**config.mk**
```make
export PLATFORM = sky130hd
export DESIGN_NAME = gf_result_collector_flat
export DESIGN_NICKNAME = d
export VERILOG_FILES = /design/src/rtl/gf_collector_pkg.sv /design/src/rtl/gf_result_collector_if.sv /design/src/rtl/gf_sync_fifo.sv /design/src/rtl/gf_result_collector.sv /design/src/flat_wrapper.sv
export SDC_FILE = /design/constraint.sdc
export NUM_CORES = 1
export LEC_CHECK = 0
export ABC_CLOCK_PERIOD_IN_PS = 2710
export BUFFER_PORTS_ARGS = -buffer_cell sky130_fd_sc_hd__buf_2
export CORE_MARGIN = 2
export CORE_UTILIZATION = 53
export CTS_CLUSTER_DIAMETER = 150
export DETAILED_ROUTE_END_ITERATION = 8
export PLACE_DENSITY_LB_ADDON = 0.1
export RECOVER_POWER = 25
export SLEW_MARGIN = 5
export SYNTH_ARGS = -nofsm -noshare
export SYNTH_HDL_FRONTEND = slang
export SYNTH_SLANG_ARGS = --single-unit
```
**constraint.sdc**
```tcl
create_clock -name clk -period 2.71 [get_ports clk]
set_input_delay 0.542 -clock clk [delete_from_list [all_inputs] [get_ports clk]]
set_output_delay 0.542 -clock clk [all_outputs]
set_load 0.005 [all_outputs]
```
**src/rtl/gf_collector_pkg.sv**
```systemverilog
// Shared constants and payload types for the greenfloat result collector.
package gf_collector_pkg;

   localparam int unsigned TAG_BITS = 4;
   localparam int unsigned TS_BITS  = 16;
   localparam int unsigned RES_BITS = 32;

   localparam logic       MODE_FP32 = 1'b0;
   localparam logic       MODE_FP16 = 1'b1;
   localparam logic [1:0] OP_ADD    = 2'b00;
   localparam logic [1:0] OP_MUL    = 2'b10;

   typedef struct packed {
      logic [TAG_BITS-1:0] tag;
      logic                mode;
      logic [1:0]          op;
      logic [TS_BITS-1:0]  ts;
   } pend_t;

   typedef struct packed {
      logic [TAG_BITS-1:0] tag;
      logic                mode;
      logic [1:0]          op;
      logic [RES_BITS-1:0] result;
      logic                ovf;
      logic                unf;
      logic [TS_BITS-1:0]  latency;
   } rec_t;

endpackage

```
**src/rtl/gf_result_collector_if.sv**
```systemverilog
// Issue snoop, core result strobe and downstream record handshake bundle.
interface gf_result_collector_if #(
   parameter int unsigned TAG_W = 4,
   parameter int unsigned TS_W  = 16
);
   logic             iss_valid;
   logic             iss_mode;
   logic [1:0]       iss_op;
   logic [TAG_W-1:0] iss_tag;
   logic             iss_ready;

   logic             core_valid_out;
   logic [31:0]      core_result32;
   logic [15:0]      core_result16;
   logic             core_overflow;
   logic             core_underflow;

   logic             rec_valid;
   logic             rec_ready;
   logic [TAG_W-1:0] rec_tag;
   logic             rec_mode;
   logic [1:0]       rec_op;
   logic [31:0]      rec_result;
   logic             rec_ovf;
   logic             rec_unf;
   logic [TS_W-1:0]  rec_latency;

   modport master (
      output iss_valid, iss_mode, iss_op, iss_tag,
      input  iss_ready,
      output core_valid_out, core_result32, core_result16, core_overflow, core_underflow,
      input  rec_valid, rec_tag, rec_mode, rec_op, rec_result, rec_ovf, rec_unf, rec_latency,
      output rec_ready
   );

   modport slave (
      input  iss_valid, iss_mode, iss_op, iss_tag,
      output iss_ready,
      input  core_valid_out, core_result32, core_result16, core_overflow, core_underflow,
      output rec_valid, rec_tag, rec_mode, rec_op, rec_result, rec_ovf, rec_unf, rec_latency,
      input  rec_ready
   );
endinterface

```
**src/rtl/gf_sync_fifo.sv**
```systemverilog
// Single-clock FIFO with occupancy count; head is visible combinationally on dout.
module gf_sync_fifo #(
   parameter int unsigned WIDTH = 8,
   parameter int unsigned DEPTH = 4
) (
   input  logic                         clk,
   input  logic                         rst_n,
   input  logic                         push,
   input  logic                         pop,
   input  logic [WIDTH-1:0]             din,
   output logic [WIDTH-1:0]             dout,
   output logic [$clog2(DEPTH+1)-1:0]   count,
   output logic                         empty,
   output logic                         full
);
   localparam int unsigned AW = $clog2(DEPTH);
   localparam int unsigned CW = $clog2(DEPTH + 1);

   logic [WIDTH-1:0] mem [DEPTH];
   logic [AW-1:0]    wr_ptr;
   logic [AW-1:0]    rd_ptr;
   logic             do_push;
   logic             do_pop;

   assign do_push = push && !full;
   assign do_pop  = pop && !empty;
   assign empty   = (count == '0);
   assign full    = (count == CW'(DEPTH));
   assign dout    = mem[rd_ptr];

   always_ff @(posedge clk) begin
      if (do_push) mem[wr_ptr] <= din;
   end

   // Pointers wrap naturally because DEPTH is a power of two.
   always_ff @(posedge clk or negedge rst_n) begin
      if (!rst_n) begin
         wr_ptr <= '0;
         rd_ptr <= '0;
         count  <= '0;
      end else begin
         if (do_push) wr_ptr <= wr_ptr + AW'(1);
         if (do_pop)  rd_ptr <= rd_ptr + AW'(1);
         case ({do_push, do_pop})
            2'b10:   count <= count + CW'(1);
            2'b01:   count <= count - CW'(1);
            default: count <= count;
         endcase
      end
   end
endmodule

```
**src/rtl/gf_result_collector.sv**
```systemverilog
// Pairs greenfloat_core results with snooped issues in FIFO order, buffers
// tagged records downstream, enforces issue credit and keeps statistics.
module gf_result_collector
   import gf_collector_pkg::*;
#(
   parameter int unsigned DEPTH = 4,
   parameter int unsigned TAG_W = TAG_BITS,
   parameter int unsigned TS_W  = TS_BITS
) (
   input  logic                  clk,
   input  logic                  rst_n,
   gf_result_collector_if.slave  bus,
   input  logic                  clear_stats,
   output logic [TS_W-1:0]       done_count,
   output logic [TS_W-1:0]       ovf_count,
   output logic [TS_W-1:0]       unf_count,
   output logic                  orphan_err,
   output logic                  overrun_err
);
   localparam int unsigned CW = $clog2(DEPTH + 1);

   logic [TS_W-1:0] ts;
   pend_t           pend_in;
   pend_t           pend_head;
   rec_t            rec_in;
   rec_t            rec_head;
   logic [CW-1:0]   pend_count;
   logic [CW-1:0]   rec_count;
   logic            pend_empty;
   logic            pend_full;
   logic            rec_empty;
   logic            rec_full;
   logic [CW:0]     occupancy;
   logic            iss_fire;
   logic            res_fire;
   logic            orphan;
   logic            overrun;
   logic            rec_pop;

   always_ff @(posedge clk or negedge rst_n) begin
      if (!rst_n) ts <= '0;
      else        ts <= ts + TS_W'(1);
   end

   // Credit covers both queues, so a matched result always finds record space.
   assign occupancy     = {1'b0, pend_count} + {1'b0, rec_count};
   assign bus.iss_ready = (occupancy < (CW+1)'(DEPTH));

   assign iss_fire = bus.iss_valid && bus.iss_ready;
   assign overrun  = bus.iss_valid && !bus.iss_ready;
   assign res_fire = bus.core_valid_out && !pend_empty;
   assign orphan   = bus.core_valid_out && pend_empty;
   assign rec_pop  = bus.rec_valid && bus.rec_ready;

   assign pend_in = '{tag: bus.iss_tag, mode: bus.iss_mode, op: bus.iss_op, ts: TS_BITS'(ts)};

   assign rec_in = '{
      tag:     pend_head.tag,
      mode:    pend_head.mode,
      op:      pend_head.op,
      result:  (pend_head.mode == MODE_FP16) ? {16'h0, bus.core_result16} : bus.core_result32,
      ovf:     bus.core_overflow,
      unf:     bus.core_underflow,
      latency: TS_BITS'(ts - TS_W'(pend_head.ts))
   };

   gf_sync_fifo #(.WIDTH($bits(pend_t)), .DEPTH(DEPTH)) u_pend (
      .clk   (clk),
      .rst_n (rst_n),
      .push  (iss_fire),
      .pop   (res_fire),
      .din   (pend_in),
      .dout  (pend_head),
      .count (pend_count),
      .empty (pend_empty),
      .full  (pend_full)
   );

   gf_sync_fifo #(.WIDTH($bits(rec_t)), .DEPTH(DEPTH)) u_rec (
      .clk   (clk),
      .rst_n (rst_n),
      .push  (res_fire),
      .pop   (rec_pop),
      .din   (rec_in),
      .dout  (rec_head),
      .count (rec_count),
      .empty (rec_empty),
      .full  (rec_full)
   );

   assign bus.rec_valid   = !rec_empty;
   assign bus.rec_tag     = TAG_W'(rec_head.tag);
   assign bus.rec_mode    = rec_head.mode;
   assign bus.rec_op      = rec_head.op;
   assign bus.rec_result  = rec_head.result;
   assign bus.rec_ovf     = rec_head.ovf;
   assign bus.rec_unf     = rec_head.unf;
   assign bus.rec_latency = TS_W'(rec_head.latency);

   // Saturating statistics and sticky flags; clear takes priority.
   always_ff @(posedge clk or negedge rst_n) begin
      if (!rst_n) begin
         done_count  <= '0;
         ovf_count   <= '0;
         unf_count   <= '0;
         orphan_err  <= 1'b0;
         overrun_err <= 1'b0;
      end else if (clear_stats) begin
         done_count  <= '0;
         ovf_count   <= '0;
         unf_count   <= '0;
         orphan_err  <= 1'b0;
         overrun_err <= 1'b0;
      end else begin
         if (res_fire && !(&done_count))                  done_count <= done_count + TS_W'(1);
         if (res_fire && rec_in.ovf && !(&ovf_count))     ovf_count  <= ovf_count + TS_W'(1);
         if (res_fire && rec_in.unf && !(&unf_count))     unf_count  <= unf_count + TS_W'(1);
         if (orphan)  orphan_err  <= 1'b1;
         if (overrun) overrun_err <= 1'b1;
      end
   end

   // The credit rule makes a push into a full queue unreachable.
   always_ff @(posedge clk) begin
      if (rst_n) begin
         assert (!(iss_fire && pend_full));
         assert (!(res_fire && rec_full));
      end
   end
endmodule

```
**src/flat_wrapper.sv**
```systemverilog
// flat-port wrapper written by rule: the top's interface ports become plain ports
module gf_result_collector_flat import gf_collector_pkg::*;
#(
   parameter int unsigned DEPTH = 4,
   parameter int unsigned TAG_W = TAG_BITS,
   parameter int unsigned TS_W  = TS_BITS
)
  (clk, rst_n, clear_stats, done_count, ovf_count, unf_count, orphan_err, overrun_err, bus_iss_valid, bus_iss_mode, bus_iss_op, bus_iss_tag, bus_iss_ready, bus_core_valid_out, bus_core_result32, bus_core_result16, bus_core_overflow, bus_core_underflow, bus_rec_valid, bus_rec_tag, bus_rec_mode, bus_rec_op, bus_rec_result, bus_rec_ovf, bus_rec_unf, bus_rec_latency, bus_rec_ready);
  gf_result_collector_if #(.TAG_W(TAG_W), .TS_W(TS_W)) bus_i ();
  input  logic clk;
  input  logic rst_n;
  input  logic clear_stats;
  output logic [TS_W-1:0] done_count;
  output logic [TS_W-1:0] ovf_count;
  output logic [TS_W-1:0] unf_count;
  output logic orphan_err;
  output logic overrun_err;
  input wire logic [$bits(bus_i.iss_valid)-1:0] bus_iss_valid;
  input wire logic [$bits(bus_i.iss_mode)-1:0] bus_iss_mode;
  input wire logic [$bits(bus_i.iss_op)-1:0] bus_iss_op;
  input wire logic [$bits(bus_i.iss_tag)-1:0] bus_iss_tag;
  output wire logic [$bits(bus_i.iss_ready)-1:0] bus_iss_ready;
  input wire logic [$bits(bus_i.core_valid_out)-1:0] bus_core_valid_out;
  input wire logic [$bits(bus_i.core_result32)-1:0] bus_core_result32;
  input wire logic [$bits(bus_i.core_result16)-1:0] bus_core_result16;
  input wire logic [$bits(bus_i.core_overflow)-1:0] bus_core_overflow;
  input wire logic [$bits(bus_i.core_underflow)-1:0] bus_core_underflow;
  output wire logic [$bits(bus_i.rec_valid)-1:0] bus_rec_valid;
  output wire logic [$bits(bus_i.rec_tag)-1:0] bus_rec_tag;
  output wire logic [$bits(bus_i.rec_mode)-1:0] bus_rec_mode;
  output wire logic [$bits(bus_i.rec_op)-1:0] bus_rec_op;
  output wire logic [$bits(bus_i.rec_result)-1:0] bus_rec_result;
  output wire logic [$bits(bus_i.rec_ovf)-1:0] bus_rec_ovf;
  output wire logic [$bits(bus_i.rec_unf)-1:0] bus_rec_unf;
  output wire logic [$bits(bus_i.rec_latency)-1:0] bus_rec_latency;
  input wire logic [$bits(bus_i.rec_ready)-1:0] bus_rec_ready;
  assign bus_i.iss_valid = bus_iss_valid;
  assign bus_i.iss_mode = bus_iss_mode;
  assign bus_i.iss_op = bus_iss_op;
  assign bus_i.iss_tag = bus_iss_tag;
  assign bus_iss_ready = bus_i.iss_ready;
  assign bus_i.core_valid_out = bus_core_valid_out;
  assign bus_i.core_result32 = bus_core_result32;
  assign bus_i.core_result16 = bus_core_result16;
  assign bus_i.core_overflow = bus_core_overflow;
  assign bus_i.core_underflow = bus_core_underflow;
  assign bus_rec_valid = bus_i.rec_valid;
  assign bus_rec_tag = bus_i.rec_tag;
  assign bus_rec_mode = bus_i.rec_mode;
  assign bus_rec_op = bus_i.rec_op;
  assign bus_rec_result = bus_i.rec_result;
  assign bus_rec_ovf = bus_i.rec_ovf;
  assign bus_rec_unf = bus_i.rec_unf;
  assign bus_rec_latency = bus_i.rec_latency;
  assign bus_i.rec_ready = bus_rec_ready;
  gf_result_collector #(.DEPTH(DEPTH), .TAG_W(TAG_W), .TS_W(TS_W)) u_core (.clk(clk), .rst_n(rst_n), .bus(bus_i), .clear_stats(clear_stats), .done_count(done_count), .ovf_count(ovf_count), .unf_count(unf_count), .orphan_err(orphan_err), .overrun_err(overrun_err));
endmodule
```
Word-level counts from Yosys, hierarchy flattened
Memories as Yosys holds them, arrays and structs flattened.
Cells that the tools add are included.

storage, ports and cells
  bits in registers = 80
  bits in latches = 0
  RAM bits = 320
  bits in read-only memories = 0
  input bits = 63
  output and inout port bits = 109
  logic and storage cells = 86
  memories kept = 2

operators by class
  add/subtract/negate cells = 14
  multipliers = 0
  div/mod/pow operators = 0
  $lt $le $gt $ge = 1
  equal/unequal tests = 6
  shifts and indexed selects = 0
  mux-type cells = 17
  bitwise operators = 0
  reduce and logical (&&, ||, !) cells = 34

memories
  name               depth  bits a word  rd ports  clocked after Yosys merged registers in  write ports  RTL line            text
  u_core.u_rec.mem   4      57           1         0                                        1            gf_sync_fifo.sv:19  logic [WIDTH-1:0] mem [DEPTH];
  u_core.u_pend.mem  4      23           1         0                                        1            gf_sync_fifo.sv:19

operators with widths
  kind                                                        count
  two-way mux 16 bit                                          6
  adder 16 x 1 -> 16 bit, second input constant               4
  AND reduction 16 bit                                        3
  two-way mux 32 bit                                          1
  subtractor 16 bit                                           1
  logical AND 1 bit                                           14
  nonzero test 2 bit                                          7
  one-hot mux 3 bit (2 select lines)                          2
  adder 2 x 1 -> 2 bit, second input constant                 4
  zero test 1 bit                                             8
  two-way mux 1 bit                                           8
  adder 3 x 1 -> 3 bit, second input constant                 2
  == test 3 bit, second input constant                        2
  zero test 3 bit                                             2
  subtractor 3 x 1 -> 3 bit, second input constant            2
  adder 3 x 3 -> 4 bit                                        1
  == test 2 x 1 -> 1 bit, second input constant               2
  == test 2 bit, second input constant                        2
  less-than comparator 4 x 3 -> 1 bit, second input constant  1

Depth between registers and ports, before layout
Gate-level depths: netlist of run 1.

  word-level depth = 7
  gate-level depth with buffers = 12
  gate-level depth less buffers = 12

Hierarchy
From an unflattened synthesis of run 1, not the netlist that was laid out.

second synthesis, totals
  cell total of the unflattened synthesis = 990
  area total of the unflattened synthesis = 16,887.4 sq um

by module, submodules not included
  module                         instances  cells each  area each (sq um)  sequential area each (sq um)
  gf_sync_fifo at u_core.u_rec   1          335         8,652.0            7,021.7
  gf_result_collector            1          497         4,444.3            1,651.6
  gf_sync_fifo at u_core.u_pend  1          158         3,791.1            2,937.8

Worst setup path after synthesis of run 1
OpenSTA, ideal clock, no wires.

  path type = register to register
  from = register u_core.u_pend.rd_ptr[0]
  to = memory u_core.u_rec.mem[0][13] (netlist bit) (data pin)
  library setup time = 0.217 ns
  data arrival time = 2.728 ns
  data required time = 2.493 ns
  setup slack = -0.235 ns
  cell stages (with the launch flop) = 11
  cell sequence = dfrtp_1 > buf_2 > buf_2 > mux4_2 > inv_1 > ha_1 > a21o_1 > a211o_1 > o211ai_1 > nor2_1 > a211oi_1

RTL lines
  item                    RTL line            text
  start, declared         gf_sync_fifo.sv:21  logic [AW-1:0] rd_ptr;
  start signal, assigned  gf_sync_fifo.sv:43  if (do_pop) rd_ptr <= rd_ptr + AW'(1);
  end, declared           gf_sync_fifo.sv:19

==> flow_summary.ini, run 1 <==
[run_status]
status = finished clean

[drt]
first_iter_violations = 598
vias = 9086
drc = 0
viasPerCell = 5.470
first_pass_iters = 4
drtAntennaViolNets = 0
wire_per_inst_um = 18.86
wirelength_um = 31330

[synthesis]
yosys-top-cells-area = edfxtp_1 (58%), dfrtp_1 (12%), mux4_2 (11%)
netlist_top_cells_count = edfxtp_1 (320), dfrtp_1 (80), mux4_2 (80)
netlist_instances = 974
yosysTopAreaCellShare = 0.5753
synthDistinctLibCells = 58
yosysTopAreaCell = edfxtp_1
synth_nets = 1071
synth-seq-cells = 400
avgSynthCellArea_um2 = 17.15
ys.flop_type = edfxtp_1
ys_warn_count = 0
yosysMostFrequentCell = edfxtp_1
seq_area_frac_synth = 0.6952
syn-cell-area_um2 = 16700
async_flop_share = 0.2000
synth_edf_count = 320

[min_path]
hold_depth = 3
worstHoldPathType = primary input to register

[placed_design]
gp_congestion = 0.8346
place_area_um2 = 18580
placedCellCount = 1581
pre_cts_ws_ps = -77.06
hpwl_um = 20340
io_buffers = 171

[worst_setup_path]
cp_data_arrival_time_ps = 3010
crit_cells = 11
reg2regPathDepth = 11
required_ps = 3040
critPathTopFamily = compound AO/OA/AOI/OAI gates
crit_chain = buf_6 -> mux4_2 -> inv_2 -> ha_4 -> buf_6 -> o211ai_1 -> a21oi_2 -> o211ai_1 -> buf_4 -> o21bai_1 -> xor2_1
critPathLaunchType = register
cpPeakStageDelay_ps = 490
cp.buffers_inverters = 4
end_kind = register
crit_type = register to register
path_max_fanout = 5
slowest_stage = mux4_2

[cts]
cts_tree = yes
cts_buffers = 41
cts_num_sinks = 400
clk_path_buf_depth = 3
cts.htree.levels = 2
clk_latency_ps = 540
clockRootBuffer = clkbuf_16
clkTransAtPathRegs_ps = 60

[timing]
hold_violations = 0
fin_crit_sh = 0.9896
fmax_mhz = 372.9
max_slew_margin = 0.1309
fin_worst_skew_ps = 14.85
setup_ws_ps = 28.14
rsz0062_at_grt = true
slew_violations = 0
setup_violations = 0
holdWs_ps = 254.3
fin_crit_ps = 2682
worst_slew_pin_slew_ps = 1304

[floorplanning]
die_x_um = 181.5
start_util = 0.5334
die_h_um = 181.5
die_area_um2 = 32950
ioPinCount = 172
rows = 65
core-area_um2 = 31310

[power_and_ir_drop]
p_leak_nw = 7.599
vdd_drop_max_uv = 502.7
powerDensity_nw_per_um2 = 1042

[finish]
fin_cells = 1661
final_nets = 1325
design_area_um2 = 20040
n_antenna_cell = 0
syn2layout_area_growth_pct = 19.96
drive_above_1_share = 0.3368

[global_routing]
grt_max_degree = 50
antenna_found_initial = 0
grt_usage = 0.1935
grt_pass1_vias = 9266
grt-ovfl-total = 0
grt_pass1_wl_um = 50050

[run]
cap_violations = 0
[layout by cell type (no fill, tap or decap), types with 13 or more instances in the layout]
master / Yosys / routed
inv_1: 38 / 34
buf_4: 0 / 50
dfrtp_1: 80 / 77
a21oi_1: 21 / 18
buf_2: 11 / 161
ha_1: 31 / 27
edfxtp_1: 320 / 320
nand3_1: 24 / 24
buf_12: 0 / 13
nor2b_1: 17 / 17
mux4_2: 80 / 80
clkbuf_16: 0 / 41
xnor2_1: 41 / 39
xor2_1: 41 / 39
nand2_1: 33 / 33
mux2_2: 17 / 17
clkbuf_1: 14 / 20
nor2_1: 68 / 67
[metal layers]
metal | GRT usage | vias up | part of all wire
li1 | - | 4267 | -
met1 | 0.2729 | 4534 | 0.45
met2 | 0.3122 | 225 | 0.47
met3 | 0.03550 | 60 | 0.049
met4 | 0.05821 | 0 | 0.025
met5 | 0 | - | 0
[per-stage QoR]
step	utilization	power [mW]	setup TNS, ps
floorplan	-	12.88	-8.107
global placement	0.5935	15.33	-488.3
detailed placement	0.5935	15.44	-601.2
CTS	0.6355	20.90	0
global route	0.6399	22.00	-1013
finish	0.6399	20.87	0
[repair_timing]
action,CTS,global route
pin swaps,0,10
buffers inserted,1,6
setup endpoints to repair,62,46
hold buffers,0,0
gates resized for setup,4,29
[registers in the layout (all words and copies together), names as in the netlist, 3 cells and up]
name	flops
u_core.done_count	16
u_core.ovf_count	16
u_core.ts	16
u_core.u_pend.count	3
u_core.u_pend.mem	92
u_core.u_rec.count	3
u_core.u_rec.mem	228
u_core.unf_count	16
[layout make-up]
cell class,count,area (um2)
sequential,400,11620
fill,2253,11280
multi-input combinational,503,4933
timing repair buffer,243,1548
clock buffer,48,1062
tap,402,503.0
clock inverter,26,225.2
inverter,39,146.4
[path summary, 6_finish.rpt]
check                                                     to                                start  slack [ps]
setup / recovery           u_core.u_rec.mem[0][11]$_DFFE_PP_  u_core.u_pend.rd_ptr[0]$_DFFE_PN0P_          30
hold / removal                u_core.overrun_err$_DFFE_PN0P_                        bus_iss_valid         250
setup reg to reg           u_core.u_rec.mem[0][11]$_DFFE_PP_  u_core.u_pend.rd_ptr[0]$_DFFE_PN0P_          30
hold reg to reg               u_core.overrun_err$_DFFE_PN0P_       u_core.overrun_err$_DFFE_PN0P_         490
max in group asynchronous   u_core.unf_count[13]$_DFFE_PN0P_                                rst_n         910
min in group asynchronous    u_core.ovf_count[6]$_DFFE_PN0P_                                rst_n         290
[cells by family after synthesis]
| kind of cell | share of synthesized area |
|---|---|
| AO/OA/AOI/OAI | 0.02951 |
| XOR/XNOR | 0.04300 |
| adder cells (fa/ha/maj) | 0.02682 |
| buffers and inverters | 0.01723 |
| flip-flops | 0.6952 |
| multiplexers | 0.1211 |
| AND/OR/NAND/NOR | 0.06712 |
[where the power goes]
group	switching, mW	internal (mW)	total [mW]	leakage (nW)
combinational	3.38	3.23	6.61	2.95
clock	2.25	3.11	5.35	0.632
sequential	0.455	8.45	8.90	4.02
total	6.08	14.8	20.9	7.60
[worst reg2reg max path, stage by stage, from the launching register on]
cell      delay, ps
dfrtp_2         450
buf_6           130
mux4_2          490
inv_2            80
ha_4            210
buf_6           120
o211ai_1        210
a21oi_2          70
o211ai_1        180
buf_4           180
o21bai_1         80
xor2_1          280
Note: power is estimated with default switching activity, not from simulation.
==> run 2: changes to the inputs <==
Settings changed: CELL_PAD_IN_SITES_DETAIL_PLACEMENT set to 0, CELL_PAD_IN_SITES_GLOBAL_PLACEMENT set to 2, CORE_UTILIZATION 53 to 39.
==> run 2 against run 1 <==
  * Utilization down 15 points
  * Highest routed layer is now met5
  * Critical path depth shrank 1
  * Cell count increased by 9.6%
  * Sequential share of layout area is 1.3 points lower
  * Largest power group unchanged
  * Register-to-register slack got worse by 70 ps
  * The flow now finishes with violations (negative setup slack)
  * Combinational power rose by 3.3%
  * First-iteration DRC count fell by 21%
  * Die area increased by 35%
==> flow_summary.ini, run 2 (synthesized netlist as in run 1, its figures left out) <==
[run_status]
status = finished, violations left
violations = negative setup slack

[timing]
tns_ps = -313.5
slew_violations = 0
setup_violations = 12
fmax_mhz = 363.9
holdWs_ps = 253.4
setup_ws_ps = -37.74
rsz0062_at_grt = true
fin_crit_sh = 1.014
worst_slew_pin_slew_ps = 1054
fin_crit_ps = 2748
max_slew_margin = 0.2973
fin_worst_skew_ps = 7.695
hold_violations = 0

[finish]
final_cell_mix = edfxtp_1 (320), buf_2 (155), mux4_2 (80)
fillers = 3634
syn2layout_area_growth_pct = 22.70
final_nets = 1340
largest_reg_flops = 228
fin_cells = 1820
layout_commonest_cell = edfxtp_1
design_area_um2 = 20490
utilization = 0.4864
regMostFlops = u_core.u_rec.mem
drive_above_1_share = 0.3406
reg_top3 = u_core.u_rec.mem: 228 flops, u_core.u_pend.mem: 92 flops

[worst_setup_path]
cpPeakStageDelay_ps = 490
critPathLaunchType = register
slowest_stage = mux4_2
crit_type = register to register
critPathTopFamily = compound AO/OA/AOI/OAI gates
crit_chain = buf_4 -> buf_12 -> mux4_2 -> inv_1 -> ha_1 -> a21o_1 -> a21o_1 -> a21oi_1 -> a31oi_4 -> xor2_2
end_kind = register
cp.buffers_inverters = 3
path_common_cell = a21o_1
cp_data_arrival_time_ps = 3050
path_max_fanout = 11
required_ps = 3010

[cts]
cts_tree = yes
clk_path_buf_depth = 3
cts.htree.levels = 2
clkTransAtPathRegs_ps = 60
clockRootBuffer = clkbuf_16
clk_latency_ps = 560
cts_num_sinks = 400
cts_buffers = 45

[placed_design]
io_buffers = 171
hpwl_um = 23020
place_area_um2 = 18840
gp_congestion = 0.7413
pre_cts_ws_ps = -93.30
placedCellCount = 1724

[min_path]
worstHoldPathType = primary input to register

[power_and_ir_drop]
vdd_drop_max_uv = 486.8
pwr-share-comb = 0.318
p_seq_frac = 0.412
powerDensity_nw_per_um2 = 1048
net-switching-power_mw = 6.281
sw_frac_of_total = 0.2923
p_total_mw = 21.49
p_leak_nw = 7.705
power.share.clock = 0.270
power.internal_mw = 15.21

[floorplanning]
ioPinCount = 172
die_area_um2 = 44500
die_h_um = 210.9
start_util = 0.3964
die_x_um = 210.9
core-area_um2 = 42130
rows = 75

[drt]
first_iter_violations = 472
first_pass_iters = 4
wire_per_inst_um = 19.04
drtAntennaViolNets = 0
viasPerCell = 4.978
vias = 9060
drc = 0
wirelength_um = 34640

[run]
cap_violations = 0

[global_routing]
grt_usage = 0.1589
grt_pass1_vias = 9443
grt-ovfl-total = 0
antenna_found_initial = 1
grt_pass1_wl_um = 53980
grt_max_degree = 63
==> run 2: cell count changes in the layout (fill, tap and decap cells not counted), sizes merged <==
cell         previous run  this run
inv                    42        41
clkinv                 19        17
dlygate4sd3             0         1
bufinv                  3         2
buf                   228       230
diode                   0         1
clkbuf                 63        85
==> run 2: power by group through the flow <==
stage | sequential (mW) | combinational (mW) | clock (mW)
detailed placement | 9.02 | 6.65 | 0
floorplan | 8.80 | 4.08 | 0
global placement | 8.98 | 6.62 | 0
global route | 8.96 | 7.54 | 6.25
CTS | 8.87 | 6.84 | 5.99
finish | 8.85 | 6.83 | 5.81
==> run 2: worst paths after layout <==
| kind | startpoint | to | slack, ps | depth (start not counted) |
|---|---|---|---|---|
| setup reg to reg | u_core.u_pend.rd_ptr[0]$_DFFE_PN0P_ | u_core.u_rec.mem[3][14]$_DFFE_PP_ | -40 | 10 |
| hold reg to reg | u_core.u_rec.count[2]$_DFFE_PN0P_ | u_core.u_rec.count[2]$_DFFE_PN0P_ | 520 | 1 |
| max in group asynchronous | rst_n | u_core.u_pend.rd_ptr[0]$_DFFE_PN0P_ | 340 | 3 |
| setup / recovery | u_core.u_pend.rd_ptr[0]$_DFFE_PN0P_ | u_core.u_rec.mem[3][14]$_DFFE_PP_ | -40 | 10 |
| hold / removal | bus_iss_op[1] | u_core.u_pend.mem[3][17]$_DFFE_PP_ | 250 | 1 |
| min in group asynchronous | rst_n | u_core.ovf_count[8]$_DFFE_PN0P_ | 690 | 2 |
==> run 2: final cells by class <==
type / instances / area [um2] / share of cell area
antenna: 1 / 2.502 / 0.0001221
clock buffer: 62 / 1262 / 0.06160
clock inverter: 22 / 166.4 / 0.008120
inverter: 39 / 146.4 / 0.007143
multi-input combinational: 503 / 4979 / 0.2429
sequential: 400 / 11620 / 0.5669
tap: 539 / 674.4 / 0.03291
timing repair buffer: 254 / 1645 / 0.08029
==> run 2: metal layers <==
layer	track usage	part of all wire
met1	0.2219	0.46
met2	0.2554	0.48
met3	0.03375	0.042
met4	0.04080	0.016
met5	0	0.00038
==> run 2: timing repair <==
item / in CTS / in global routing
resized for setup: 6 / 35
endpoints found under the hold margin: 18 / 0
setup buffers: 7 / 3
hold buffers: 1 / 0
setup endpoints to repair: 79 / 44
pin swaps: 1 / 13
